==> src/rtl/lfsr_pkg.sv <==
// rtl/lfsr_pkg.sv - shared types and constants for the LFSR random word generator
package lfsr_pkg;

    typedef enum logic {
        FILL  = 1'b0,
        VALID = 1'b1
    } lfsr_fsm_t;

    // Maximal-length Galois feedback masks
    localparam logic [7:0]  TAPS8  = 8'hB8;
    localparam logic [15:0] TAPS16 = 16'hB400;
    localparam logic [31:0] TAPS32 = 32'hA3000000;

    localparam logic [15:0] DEFAULT_SEED16 = 16'hACE1;

endpackage

==> src/rtl/lfsr_rng_if.sv <==
// rtl/lfsr_rng_if.sv - valid/ready word stream between the generator and its consumer
interface lfsr_rng_if #(
    parameter int unsigned OUT_W = 8
);
    logic             out_valid;
    logic             out_ready;
    logic [OUT_W-1:0] out_data;

    modport master (
        output out_valid,
        output out_data,
        input  out_ready
    );

    modport slave (
        input  out_valid,
        input  out_data,
        output out_ready
    );
endinterface

==> src/rtl/lfsr_core.sv <==
// rtl/lfsr_core.sv - Galois LFSR state register with seed load and zero-state protection
module lfsr_core #(
    parameter int unsigned      WIDTH        = 16,
    parameter logic [WIDTH-1:0] TAPS         = 16'hB400,
    parameter logic [WIDTH-1:0] DEFAULT_SEED = 16'hACE1
) (
    input  logic             clk,
    input  logic             rst_n,
    input  logic             step_i,
    input  logic             load_i,
    input  logic [WIDTH-1:0] seed_i,
    output logic [WIDTH-1:0] state_o,
    output logic             bit_o,
    output logic             seed_fix_o
);

    logic [WIDTH-1:0] state_q, state_d;
    logic             seed_fix_q, seed_fix_d;

    // Next state: load beats everything, a zero state self-heals, otherwise step when asked
    always_comb begin
        state_d    = state_q;
        seed_fix_d = 1'b0;
        if (load_i) begin
            if (seed_i == '0) begin
                state_d    = DEFAULT_SEED;
                seed_fix_d = 1'b1;
            end else begin
                state_d = seed_i;
            end
        end else if (state_q == '0) begin
            state_d = DEFAULT_SEED;
        end else if (step_i) begin
            state_d = (state_q >> 1) ^ (state_q[0] ? TAPS : '0);
        end
    end

    // State and seed-fix pulse registers
    always_ff @(posedge clk or negedge rst_n) begin
        if (!rst_n) begin
            state_q    <= DEFAULT_SEED;
            seed_fix_q <= 1'b0;
        end else begin
            state_q    <= state_d;
            seed_fix_q <= seed_fix_d;
        end
    end

    // The all-zero state must never be entered
    a_state_nonzero: assert property (@(posedge clk) disable iff (!rst_n) state_q != '0);

    assign state_o    = state_q;
    assign bit_o      = state_q[0];
    assign seed_fix_o = seed_fix_q;

endmodule

==> src/rtl/lfsr_rng.sv <==
// rtl/lfsr_rng.sv - pseudo-random word generator: collects LFSR bits into words on a valid/ready stream
module lfsr_rng
    import lfsr_pkg::*;
#(
    parameter int unsigned      WIDTH        = 16,
    parameter logic [WIDTH-1:0] TAPS         = TAPS16,
    parameter logic [WIDTH-1:0] DEFAULT_SEED = DEFAULT_SEED16,
    parameter int unsigned      OUT_W        = 8
) (
    input  logic               clk,
    input  logic               rst_n,
    input  logic               en_i,
    input  logic               load_i,
    input  logic [WIDTH-1:0]   seed_i,
    output logic [WIDTH-1:0]   state_o,
    output logic               seed_fix_o,
    lfsr_rng_if.master         out_if
);

    localparam int unsigned      CNT_W    = (OUT_W > 1) ? $clog2(OUT_W) : 1;
    localparam logic [CNT_W-1:0] CNT_LAST = CNT_W'(OUT_W - 1);

    lfsr_fsm_t        fsm_q, fsm_d;
    logic [CNT_W-1:0] cnt_q, cnt_d;
    logic [OUT_W-1:0] word_q, word_d, word_nxt;
    logic [OUT_W-1:0] out_data_q, out_data_d;
    logic             out_valid_q, out_valid_d;
    logic             step;
    logic             core_bit;

    lfsr_core #(
        .WIDTH        (WIDTH),
        .TAPS         (TAPS),
        .DEFAULT_SEED (DEFAULT_SEED)
    ) u_core (
        .clk        (clk),
        .rst_n      (rst_n),
        .step_i     (step),
        .load_i     (load_i),
        .seed_i     (seed_i),
        .state_o    (state_o),
        .bit_o      (core_bit),
        .seed_fix_o (seed_fix_o)
    );

    // FSM next state, word assembly and handshake; load discards any partial or pending word
    always_comb begin
        fsm_d       = fsm_q;
        cnt_d       = cnt_q;
        word_d      = word_q;
        out_valid_d = out_valid_q;
        out_data_d  = out_data_q;
        step        = 1'b0;
        word_nxt    = word_q;
        word_nxt[cnt_q] = core_bit;
        if (load_i) begin
            fsm_d       = FILL;
            cnt_d       = '0;
            word_d      = '0;
            out_valid_d = 1'b0;
        end else begin
            case (fsm_q)
                FILL: begin
                    if (en_i) begin
                        step = 1'b1;
                        if (cnt_q == CNT_LAST) begin
                            out_data_d  = word_nxt;
                            out_valid_d = 1'b1;
                            cnt_d       = '0;
                            word_d      = '0;
                            fsm_d       = VALID;
                        end else begin
                            word_d = word_nxt;
                            cnt_d  = cnt_q + 1'b1;
                        end
                    end
                end
                VALID: begin
                    if (out_if.out_ready) begin
                        out_valid_d = 1'b0;
                        fsm_d       = FILL;
                    end
                end
                default: fsm_d = FILL;
            endcase
        end
    end

    // FSM, counter, partial word and output registers
    always_ff @(posedge clk or negedge rst_n) begin
        if (!rst_n) begin
            fsm_q       <= FILL;
            cnt_q       <= '0;
            word_q      <= '0;
            out_valid_q <= 1'b0;
            out_data_q  <= '0;
        end else begin
            fsm_q       <= fsm_d;
            cnt_q       <= cnt_d;
            word_q      <= word_d;
            out_valid_q <= out_valid_d;
            out_data_q  <= out_data_d;
        end
    end

    assign out_if.out_valid = out_valid_q;
    assign out_if.out_data  = out_data_q;

endmodule

==> src/flat_wrapper.sv <==
// flat-port wrapper written by rule: the top's interface ports become plain ports
module lfsr_rng_flat import lfsr_pkg::*;
#(
    parameter int unsigned      WIDTH        = 16,
    parameter logic [WIDTH-1:0] TAPS         = TAPS16,
    parameter logic [WIDTH-1:0] DEFAULT_SEED = DEFAULT_SEED16,
    parameter int unsigned      OUT_W        = 8
)
  (clk, rst_n, en_i, load_i, seed_i, state_o, seed_fix_o, out_if_out_valid, out_if_out_data, out_if_out_ready);
  lfsr_rng_if #(.OUT_W(OUT_W)) out_if_i ();
  input  logic clk;
  input  logic rst_n;
  input  logic en_i;
  input  logic load_i;
  input  logic [WIDTH-1:0] seed_i;
  output logic [WIDTH-1:0] state_o;
  output logic seed_fix_o;
  output wire logic [$bits(out_if_i.out_valid)-1:0] out_if_out_valid;
  output wire logic [$bits(out_if_i.out_data)-1:0] out_if_out_data;
  input wire logic [$bits(out_if_i.out_ready)-1:0] out_if_out_ready;
  assign out_if_out_valid = out_if_i.out_valid;
  assign out_if_out_data = out_if_i.out_data;
  assign out_if_i.out_ready = out_if_out_ready;
  lfsr_rng #(.WIDTH(WIDTH), .TAPS(TAPS), .DEFAULT_SEED(DEFAULT_SEED), .OUT_W(OUT_W)) u_core (.clk(clk), .rst_n(rst_n), .en_i(en_i), .load_i(load_i), .seed_i(seed_i), .state_o(state_o), .seed_fix_o(seed_fix_o), .out_if(out_if_i));
endmodule
==> config.mk <==
export PLATFORM = sky130hd
export DESIGN_NAME = lfsr_rng_flat
export DESIGN_NICKNAME = d
export VERILOG_FILES = /design/src/rtl/lfsr_pkg.sv /design/src/rtl/lfsr_rng_if.sv /design/src/rtl/lfsr_core.sv /design/src/rtl/lfsr_rng.sv /design/src/flat_wrapper.sv
export SDC_FILE = /design/constraint.sdc
export NUM_CORES = 1
export LEC_CHECK = 0
export BUFFER_PORTS_ARGS = -buffer_cell sky130_fd_sc_hd__buf_4
export CORE_UTILIZATION = 35
export DETAILED_ROUTE_END_ITERATION = 12
export PLACE_DENSITY = 0.62
export SLEW_MARGIN = 10
export SYNTH_ARGS = -nofsm -noshare
export SYNTH_HDL_FRONTEND = slang
export SYNTH_SLANG_ARGS = --single-unit
==> constraint.sdc <==
create_clock -name clk -period 3.15 [get_ports clk]
set_input_delay 0.63 -clock clk [delete_from_list [all_inputs] [get_ports clk]]
set_output_delay 0.63 -clock clk [all_outputs]
set_load 0.02 [all_outputs]
==> load_flow_metrics.sql <==
INSERT INTO impl_metrics (metric_group, metric, value, unit) VALUES
('routing', 'route.detailed.wl_per_inst', '15.5', 'um'),
('synthesis', 'synthDistinctLibCells', '40', ''),
('clock_network', 'clkLatencyLatePin', '290', 'ps'),
('routing', 'count_of_antenna_violating_nets_left_after_detailed_routing', '0', ''),
('synthesis', 'syn_avg_cell_area', '10.4', 'um^2'),
('power', 'peakVddDrop', '0.161', 'mV'),
('clock_network', 'post-cts-setup-buffers', '0', ''),
('routing', 'detail_route.drc_violations', '0', ''),
('place', 'buffer_ports.inserted', '46', ''),
('die', 'rows', '27', ''),
('sta', 'layout_min_cycle_time', '1950', 'ps'),
('cells_and_area', 'top_library_cells_by_usage_in_the_layout_fill_and_taps_aside', '47 x sky130_fd_sc_hd__buf_4, 30 x sky130_fd_sc_hd__dfrtp_1, 25 x sky130_fd_sc_hd__nor2_1', ''),
('flow_run', 'cap_violations', '0', ''),
('clock_network', 'ctsResizeCount', '0', ''),
('cells_and_area', 'antennaDiodeCount', '0', ''),
('clock_network', 'cts.sink_count', '38', ''),
('sta', 'timing_hold_violations_final', '0', ''),
('power', 'power.switching_fraction', '0.287', ''),
('worst_hold_path', 'hold_path.class', 'in -> async', ''),
('sta', 'timing.final.crit_share', '0.619', ''),
('synthesis', 'netlist_instances', '191', ''),
('die', 'design.die.area', '0.00601', 'mm^2'),
('synthesis', 'synthesis.area', '0.00200', 'mm^2'),
('sta', 'maximum_achievable_frequency', '0.513', 'GHz'),
('synthesis', 'synth_top_cell_by_area', 'sky130_fd_sc_hd__dfrtp_1', ''),
('routing', 'drt_iter0_drc', '113', ''),
('synthesis', 'synth_sequential_area_ratio', '0.482', ''),
('power', 'sequentialPowerShare', '0.507', ''),
('worst_setup_path', 'worst_setup_path_end_kind', 'flop', ''),
('die', 'die_x', '77.5', 'um'),
('power', 'power.net_switching', '0.329', 'mW'),
('synthesis', 'ys_ff_latch', '38', ''),
('sta', 'final-setup-viol-count', '0', ''),
('die', 'floorplan.core_area', '0.00551', 'mm^2'),
('synthesis', 'synth_area_leaders', 'sky130_fd_sc_hd__dfrtp_1 38%, sky130_fd_sc_hd__dfstp_2 11%, sky130_fd_sc_hd__mux2_2 6.8%', ''),
('clock_network', 'cts_tree', 'done', ''),
('global_route', 'grt_antenna_before_repair', '0', ''),
('routing', 'vias_per_cell', '5.12', ''),
('status', 'status', 'finished, final reports clean', ''),
('cells_and_area', 'mostFrequentLayoutCell', 'sky130_fd_sc_hd__buf_4', ''),
('die', 'die_y', '77.5', 'um'),
('cells_and_area', 'synthToLayoutAreaGrowth', '23.7', '%'),
('sta', 'finalMaxSlewViolations', '0', ''),
('power', 'power.combinational.fraction', '0.197', ''),
('global_route', 'gr-total-overflow', '0', ''),
('clock_network', 'clk_root_buffer_cell', 'sky130_fd_sc_hd__clkbuf_8', ''),
('routing', 'detail_route.wirelength', '4.74', 'mm'),
('routing', 'vias', '1562', ''),
('clock_network', 'cts_buffers', '5', ''),
('cells_and_area', 'post_route_cells_drive_above_1_share', '0.373', ''),
('cells_and_area', 'final_util', '0.448', ''),
('place', 'dp_hpwl', '3.28', 'mm'),
('synthesis', 'yosys.area.top_type_share', '0.376', ''),
('cells_and_area', 'finish.net_count', '256', ''),
('global_route', 'grt_start_max_net_pins', '39', ''),
('power', 'cellLeakagePower', '1.17', 'nW'),
('clock_network', 'cts.hold.buffers_added', '0', ''),
('routing', 'detailedRoute.firstPassIterationCount', '4', ''),
('power', 'pwr-share-clk', '0.296', ''),
('sta', 'relSlewSlack', '0.541', ''),
('power', 'p_per_area', '465', 'mW/mm^2'),
('global_route', 'first_global_vias', '1630', ''),
('clock_network', 'clk_path_buf_depth', '2', ''),
('sta', 'finClkSkew', '7.37', 'ps'),
('clock_network', 'clkTransAtPathRegs', '70', 'ps'),
('worst_setup_path', 'worstPathArrival', '2120', 'ps'),
('place', 'place.gp.congestion', '0.777', ''),
('power', 'intPower', '0.818', 'mW'),
('worst_setup_path', 'timing.critical_path.from_type', 'flop', ''),
('sta', 'tightestPinTransition', '688', 'ps'),
('die', 'boundaryPins', '47', ''),
('worst_setup_path', 'timing.critical_path.required', '3330', 'ps'),
('sta', 'grt_setup_unrepaired', 'false', ''),
('sta', 'setup_total_negative_slack', '0', 'ps'),
('synthesis', 'synth_nets', '215', ''),
('worst_setup_path', 'class_of_the_most_critical_setup_path', 'reg -> reg', ''),
('global_route', 'globalRouteTotalUtil', '0.170', ''),
('cells_and_area', 'fill_cells', '529', ''),
('worst_setup_path', 'critical_path_peak_fanout', '14', ''),
('clock_network', 'cts.htree.levels', '2', ''),
('die', 'initial_utilization', '0.362', ''),
('synthesis', 'synth.yosys.warnings', '0', ''),
('global_route', 'wire_length_of_the_first_global_routing_pass', '7.98', 'mm');
-- layout make-up --
| cell class | count | area [um^2] | share of cell area |
|---|---|---|---|
| well taps | 72 | 90.1 | 0.0365 |
| multi-input cells | 137 | 962 | 0.390 |
| inverters | 3 | 11.3 | 0.00456 |
| clock buffers | 7 | 86.3 | 0.0350 |
| flip-flops and latches | 38 | 961 | 0.389 |
| repair buffers | 47 | 353 | 0.143 |
| clock inverters | 1 | 5.00 | 0.00203 |
-- layer usage --
layer | GRT usage | part of all wire
met1 | 0.229 | 0.49
met2 | 0.262 | 0.47
met3 | 0.0365 | 0.033
met4 | 0.0717 | 0.011
met5 | 0 | 0
-- final timing paths --
kind,startpoint,end,slack [ps],cells after the start
max in group asynchronous,rst_n,u_core.u_core.state_o[10],2480,1
worst min register to register,u_core.u_core.state_o[7],u_core.u_core.state_o[7],490,2
worst min-delay path,rst_n,u_core.out_if.out_data[6],300,1
worst max-delay path,u_core.cnt_q[0],u_core.out_if.out_data[7],1200,4
min in group clk,u_core.u_core.state_o[7],u_core.u_core.state_o[7],490,2
worst max register to register,u_core.cnt_q[0],u_core.out_if.out_data[7],1200,4
-- synthesized netlist by cell type --
library cell / instances
sky130_fd_sc_hd__o31a_1: 5
sky130_fd_sc_hd__nor3_1: 2
sky130_fd_sc_hd__a21boi_0: 5
sky130_fd_sc_hd__inv_1: 3
sky130_fd_sc_hd__buf_2: 6
sky130_fd_sc_hd__and3_1: 1
sky130_fd_sc_hd__nand2b_1: 1
sky130_fd_sc_hd__nor2b_1: 1
sky130_fd_sc_hd__xnor2_1: 1
sky130_fd_sc_hd__mux2i_1: 5
sky130_fd_sc_hd__a31o_2: 1
sky130_fd_sc_hd__nor2_2: 1
sky130_fd_sc_hd__nand2_1: 16
sky130_fd_sc_hd__nor2_1: 25
sky130_fd_sc_hd__buf_4: 1
sky130_fd_sc_hd__buf_1: 3
sky130_fd_sc_hd__o22ai_1: 1
sky130_fd_sc_hd__nand3b_1: 3
sky130_fd_sc_hd__a41o_1: 1
sky130_fd_sc_hd__nor3b_1: 3
sky130_fd_sc_hd__clkbuf_2: 1
sky130_fd_sc_hd__nand2_4: 1
sky130_fd_sc_hd__a21boi_1: 3
sky130_fd_sc_hd__dfstp_2: 8
sky130_fd_sc_hd__mux2_2: 12
sky130_fd_sc_hd__a22oi_1: 4
sky130_fd_sc_hd__o21ai_1: 7
sky130_fd_sc_hd__a21oi_1: 8
sky130_fd_sc_hd__nand3_1: 4
sky130_fd_sc_hd__nor4_1: 7
sky130_fd_sc_hd__a41oi_1: 1
sky130_fd_sc_hd__clkbuf_1: 2
sky130_fd_sc_hd__nand4_1: 1
sky130_fd_sc_hd__o21ai_0: 2
sky130_fd_sc_hd__mux2_4: 8
sky130_fd_sc_hd__nor4_2: 1
sky130_fd_sc_hd__ha_1: 3
sky130_fd_sc_hd__xor2_1: 2
sky130_fd_sc_hd__dfrtp_1: 30
sky130_fd_sc_hd__nand4_2: 1
-- power by group through the flow --
stage / logic (mW) / clock network (mW) / registers (mW)
global route: 0.245 / 0.375 / 0.586
floorplan: 0.111 / 0 / 0.600
global placement: 0.224 / 0 / 0.589
finish: 0.225 / 0.340 / 0.582
CTS: 0.227 / 0.352 / 0.581
detailed placement: 0.226 / 0 / 0.590
-- critical path: stages, from the launching register on --
cell                      delay [ps]
sky130_fd_sc_hd__dfrtp_1         560
sky130_fd_sc_hd__ha_1            240
sky130_fd_sc_hd__ha_1            160
sky130_fd_sc_hd__and3_1          490
sky130_fd_sc_hd__mux2_2          390
-- stage by stage --
stage                     hold slack, ps  setup slack, ps  power, mW  std cells  instance area, um^2
after global placement               471             1070      0.813        297                 2380
after floorplan                      334             1360      0.712        191                 2000
after detailed placement             484             1050      0.816        297                 2380
final                                302             1200       1.15        305                 2470
after global routing                 337             1040       1.21        305                 2470
after CTS                            319             1180       1.16        305                 2470
-- sequential cells by signal, indices dropped and copies added, names as in the netlist --
signal	count
u_core.out_if.out_data	8
u_core.word_q	8
u_core.fsm_q	1
u_core.u_core.seed_fix_o	1
u_core.out_if.out_valid	1
u_core.u_core.state_o	16
u_core.cnt_q	3
-- cells by family (layout without fill, tap and decap cells) --
group                      count (synthesis)  count (layout)  share of synthesized area
AOI/OAI and AO/OA                         38              38                      0.127
xor gates and xnor gates                   3               3                     0.0132
adders and majority gates                  3               3                     0.0188
buffers and inverters                     16              58                     0.0364
DFF                                       38              38                      0.482
muxes                                     25              25                      0.153
and+or+nand+nor                           68              68                      0.171
No activity file was read; power rests on OpenSTA's default activity.
